[config.mk]
export PLATFORM = sky130hd
export DESIGN_NAME = multi_operand_adder
export DESIGN_NICKNAME = d
export VERILOG_FILES = /design/src/rtl/multi_operand_adder.sv
export SDC_FILE = /design/constraint.sdc
export NUM_CORES = 1
export LEC_CHECK = 0
export BUFFER_PORTS_ARGS = -buffer_cell sky130_fd_sc_hd__buf_2
export CAP_MARGIN = 20
export CORE_MARGIN = 2
export CORE_UTILIZATION = 50
export CTS_CLUSTER_DIAMETER = 40
export CTS_CLUSTER_SIZE = 30
export DETAILED_ROUTE_END_ITERATION = 10
export GPL_ROUTABILITY_DRIVEN = 0
export PLACE_DENSITY = 0.72
export SLEW_MARGIN = 40
export SYNTH_ARGS = -nofsm -noshare
export SYNTH_HDL_FRONTEND = slang
export SYNTH_SLANG_ARGS = --single-unit
[constraint.sdc]
create_clock -name clk -period 2.7 [get_ports clk]
set_input_delay 0.135 -clock clk [delete_from_list [all_inputs] [get_ports clk]]
set_output_delay 0.135 -clock clk [all_outputs]
set_load 0.005 [all_outputs]
[src/rtl/multi_operand_adder.sv]
// multi_operand_adder
//   Sums N pushbutton-loaded operands plus one extra operand. The sum is
//   produced sequentially, one operand per clock.
//
//   Operand loading:
//     - A rising edge on pb[i] while idle loads op[i] from y.
//     - A rising edge on rpb while idle loads ext from y and starts a
//       summation.
//
//   Summation timing:
//     - The accumulator adds op[0..N-1] and then ext, one per clock.
//     - The result appears N+1 cycles after the start edge.
//     - Edges that arrive while busy are ignored.
//
//   Handshake: there is no back-pressure. valid is a single-cycle pulse.
//   sum and overflow are qualified by that pulse and hold their values
//   until the next completion.
//
//   Ports
//     clk       rising-edge clock
//     reset     asynchronous, active-high reset
//     pb[N]     per-channel load buttons (level, synchronous to clk)
//     rpb       loads the extra operand and starts a summation
//     y[W]      shared operand data bus
//     sum[SW]   registered result, modulo 2^SW
//     valid     one-cycle pulse marking a new sum
//     busy      high while a summation is in progress
//     overflow  high when the last true sum did not fit in SW bits
//     dbg_state current FSM state (0 = IDLE, 1 = ACC)
module multi_operand_adder #(
  parameter int N  = 4,
  parameter int W  = 4,
  parameter int SW = 7
) (
  input  logic          clk,
  input  logic          reset,
  input  logic [N-1:0]  pb,
  input  logic          rpb,
  input  logic [W-1:0]  y,
  output logic [SW-1:0] sum,
  output logic          valid,
  output logic          busy,
  output logic          overflow,
  output logic          dbg_state
);

  localparam int IW = $clog2(N + 1);
  localparam int AW = SW + IW;

  typedef enum logic {IDLE = 1'b0, ACC = 1'b1} state_t;

  state_t         state, state_next;
  logic [W-1:0]   op [N];
  logic [W-1:0]   ext;
  logic [AW-1:0]  acc;
  logic [AW-1:0]  acc_next;
  logic [IW-1:0]  idx;
  logic [W-1:0]   sel;
  logic           last;

  // Edge detection.
  // armed stays low for the first sampled cycle after reset. An input
  // that is already high when reset releases therefore only primes the
  // previous-value register. It is not seen as a rising edge.
  logic [N-1:0]   pb_prev;
  logic           rpb_prev;
  logic           armed;
  logic [N-1:0]   pb_rise;
  logic           rpb_rise;

  always_ff @(posedge clk or posedge reset) begin
    if (reset) begin
      pb_prev  <= '0;
      rpb_prev <= 1'b0;
      armed    <= 1'b0;
    end else begin
      pb_prev  <= pb;
      rpb_prev <= rpb;
      armed    <= 1'b1;
    end
  end

  assign pb_rise  = armed ? (pb & ~pb_prev) : '0;
  assign rpb_rise = armed & rpb & ~rpb_prev;

  // Operand select: idx 0..N-1 picks a channel; idx N picks ext.
  always_comb begin
    sel = ext;
    for (int i = 0; i < N; i++) begin
      if (idx == IW'(i)) sel = op[i];
    end
  end

  assign last     = (idx == IW'(N));
  assign acc_next = acc + AW'(sel);

  // FSM state register.
  always_ff @(posedge clk or posedge reset) begin
    if (reset) state <= IDLE;
    else       state <= state_next;
  end

  // FSM next-state logic.
  always_comb begin
    state_next = state;
    case (state)
      IDLE:    if (rpb_rise) state_next = ACC;
      ACC:     if (last)     state_next = IDLE;
      default: state_next = IDLE;
    endcase
  end

  assign busy      = (state == ACC);
  assign dbg_state = state;

  // Datapath.
  always_ff @(posedge clk or posedge reset) begin
    if (reset) begin
      for (int i = 0; i < N; i++) op[i] <= '0;
      ext      <= '0;
      acc      <= '0;
      idx      <= '0;
      sum      <= '0;
      overflow <= 1'b0;
      valid    <= 1'b0;
    end else begin
      valid <= 1'b0;
      if (state == IDLE) begin
        // A channel load and a start on the same edge are both taken.
        // The new channel value is read later, during ACC.
        for (int i = 0; i < N; i++) begin
          if (pb_rise[i]) op[i] <= y;
        end
        if (rpb_rise) begin
          ext <= y;
          acc <= '0;
          idx <= '0;
        end
      end else begin
        acc <= acc_next;
        idx <= idx + IW'(1);
        if (last) begin
          sum      <= acc_next[SW-1:0];
          overflow <= |acc_next[AW-1:SW];
          valid    <= 1'b1;
        end
      end
    end
  end

endmodule

==> run summary <==
Residual DRC: 0
Final Hold Viols: 0
Post-route design area: 0.00291 mm²
CTS Buf Count: 5
Setup WS post-layout: -217 ps
Sequential fraction of the synthesis area: 53.2%
Period utilization: 108%
Initial Util: 52.5%
Avg WL per Cell: 14.5 µm
CP max-delay cell: dfrtp_2
Setup Viol. Count Final: 5
Die area: 0.00517 mm²
Pin count of the biggest net entering global routing: 50
Final total power: 3.85 mW
GR Util All Layers: 19.1%
Worst-Skew Late Latency: 300 ps
DP Cell Count: 281
Initial antenna violation count: 0
Post-DRT Antenna Nets: 0
Ant diodes: 0
Non-Filler Instances: 300
Dpl cell area: 0.00263 mm²
Max Fanout on Critical Path: 4
Total Wirelength: 4340 µm
Post-synth cell types: 38
P per Cell Area: 1320 mW/mm²
Post-route setup TNS: -289 ps
Dpl ws: -200 ps
CP peak stage delay: 410 ps
Reg2reg start: idx[0]
CP arrival: 3100 ps
Layout cells sized above 1: 41.1%
Status: finished, violations left
Syn Area/Cell: 11.5 µm²
Core area: 0.00438 mm²
Required @ worst endpoint: 2890 ps
Vias after detailed routing: 1600
Netlist Area Pre-Place: 0.00230 mm²
Clock Path Buffers: 2
Vias in the first global route: 1567
Hold Path Stages: 2
Clock slew at reported path FFs: 80 ps
First-pass GRT wire length: 7490 µm
Failing checks: negative setup slack
Syn nets: 221
Least-Margin Pin Slew: 599 ps
Max Clock Skew: 5.63 ps
Async SR Flop Fraction: 100%
DRT iter0 DRCs: 80
Total gr overflow: 0
EDFF count, synth: 0
Area growth, synth to finish: 26.2%
Launch point of the worst path: idx[0]
RSZ-0062 raised after global routing: yes
Vias per cell: 5.33
Leak: 1.33 nW
Dpl hpwl: 3020 µm
Slew Limit Fails: 0
FP Rows: 24
Hold path start: y[2]
Top FF cell, synth: dfrtp_1
WHS: 134 ps
Critical-path cell list: inv_2, ha_4, nor2b_4, a22o_1, a22oi_2, a21oi_2, mux2_4, ha_4, a211o_1, a21oi_2, nor3b_2, xor2_1, o41a_1
Rel. slew slack: 60.1%
Crit Path Class: register to register
Flops & latches, synth: 49
IO buf count: 21
Worst VDD drop: 0.657 mV
Yosys Warn Count: 0
IO Pins: 22
Crit. End Element: register
Number of max-cap violations: 0
DR pass1 iterations: 4
Post-Synthesis Cells: 200
Min Clock Period, post-route: 2920 ps
CTS tree: done
Clk sinks: 49
Post-layout nets: 268
Crit path launch type: register
Die height: 71.9 µm
Root buf cell: clkbuf_8
Reg2Reg Depth: 13
Hold crit path type: primary input to register
H-Tree Depth: 2
FMAX: 343 MHz
Fin util: 66.3%
Die X: 71.9 µm
[where the power goes]
part           leakage [nW]  total [mW]  switching (mW)  internal (mW)
Clock                0.0542       0.466           0.234          0.232
Combinational         0.674        2.16            1.01           1.15
Sequential            0.603        1.22           0.191           1.03
[area by class of cell]
type / instances / area (µm²)
clock inverter: 1 / 5.00
fill: 332 / 1480
sequential: 49 / 1230
inverter: 12 / 47.5
tap: 52 / 65.1
timing repair buffer: 46 / 315
multi-input combinational: 133 / 1150
clock buffer: 7 / 96.3
[metal layers]
layer	routed length [µm]	GRT usage (%)
met4	66	5.66
met2	1970	28.2
met1	2150	27.9
met5	0	0
met3	143	5.06
[state kept, by name, indices dropped and copies added (netlist names)]
signal	flops
ext	4
armed	1
overflow	1
op	16
pb_prev	4
idx	3
rpb_prev	1
busy	1
acc	10
sum	7
valid	1
[path summary, 6_finish.rpt]
| check | to | slack (ps) |
|---|---|---|
| worst max-delay path | overflow | -220 |
| worst min-delay path | op[2] | 130 |
| worst max register to register | overflow | -220 |
| worst min register to register | sum[4] | 480 |
| max in group asynchronous | idx[0] | 1820 |
| min in group asynchronous | sum[2] | 440 |
[critical path: cells and delay by family, from the launching register on]
| kind | cells | cell delay, ps |
|---|---|---|
| xor+xnor | 1 | 150 |
| fa+ha+maj | 2 | 380 |
| mux | 1 | 280 |
| simple gates | 2 | 200 |
| buf+inv | 1 | 60 |
| flops | 1 | 410 |
| compound gates | 6 | 1310 |
[synth_stat cells (2+ instances only)]
library cell	n	area, µm²
o211ai_1	2	15.0
a21oi_1	6	30.0
mux2_2	21	236
xnor2_1	2	17.5
nor3b_1	2	15.0
o22ai_1	2	12.5
o21ai_0	16	80.1
inv_1	12	45.0
clkbuf_1	4	15.0
ha_1	9	113
xor2_1	6	52.6
nor2_1	5	18.8
nor3b_2	5	62.6
nand2_1	24	90.1
a21o_1	3	22.5
nand2b_1	3	18.8
a22oi_1	3	22.5
nand3_1	2	10.0
dfrtp_1	49	1230
a22o_1	6	52.6
[what timing repair did]
action                     CTS  global route
resized for setup            4            17
setup endpoints to repair    6            12
hold endpoints to repair    54             0
buffers inserted             1             4
pin swaps                    2            12
hold buffers                 6             0
[cells in the final DEF, fill, tap and decap left out, types with 2 or more instances in the layout]
cell type | Yosys | layout
nor3b_2 | 5 | 7
o21ai_0 | 16 | 13
ha_2 | 0 | 2
clkbuf_8 | 0 | 7
nand2b_1 | 3 | 2
buf_2 | 1 | 21
a21o_1 | 3 | 3
nand2_1 | 24 | 24
o211ai_1 | 2 | 2
buf_4 | 1 | 17
inv_1 | 12 | 8
dlygate4sd3_1 | 0 | 6
a21oi_1 | 6 | 2
xnor2_1 | 2 | 2
ha_4 | 0 | 4
o22ai_1 | 2 | 2
inv_2 | 0 | 3
xor2_1 | 6 | 6
ha_1 | 9 | 3
dfrtp_1 | 49 | 48
mux2_2 | 21 | 20
a22o_1 | 6 | 6
a21oi_2 | 1 | 5
nor2_1 | 5 | 4
a22oi_1 | 3 | 2
o21ai_1 | 0 | 3
buf_6 | 0 | 2
[cells by family (layout without fill, tap and decap cells)]
group	count (synthesis)	count (layout)	synth area share (%)
flip-flops	49	49	53.2
AO/OA/AOI/OAI	47	47	13.5
AND/OR/NAND/NOR	45	45	10.4
multiplexers	22	22	10.7
buffers and inverters	18	66	3.15
adder cells (fa/ha/maj)	10	10	5.76
XOR/XNOR	8	8	3.04
other	1	1	0.163
(Power assumes the default switching activity.)
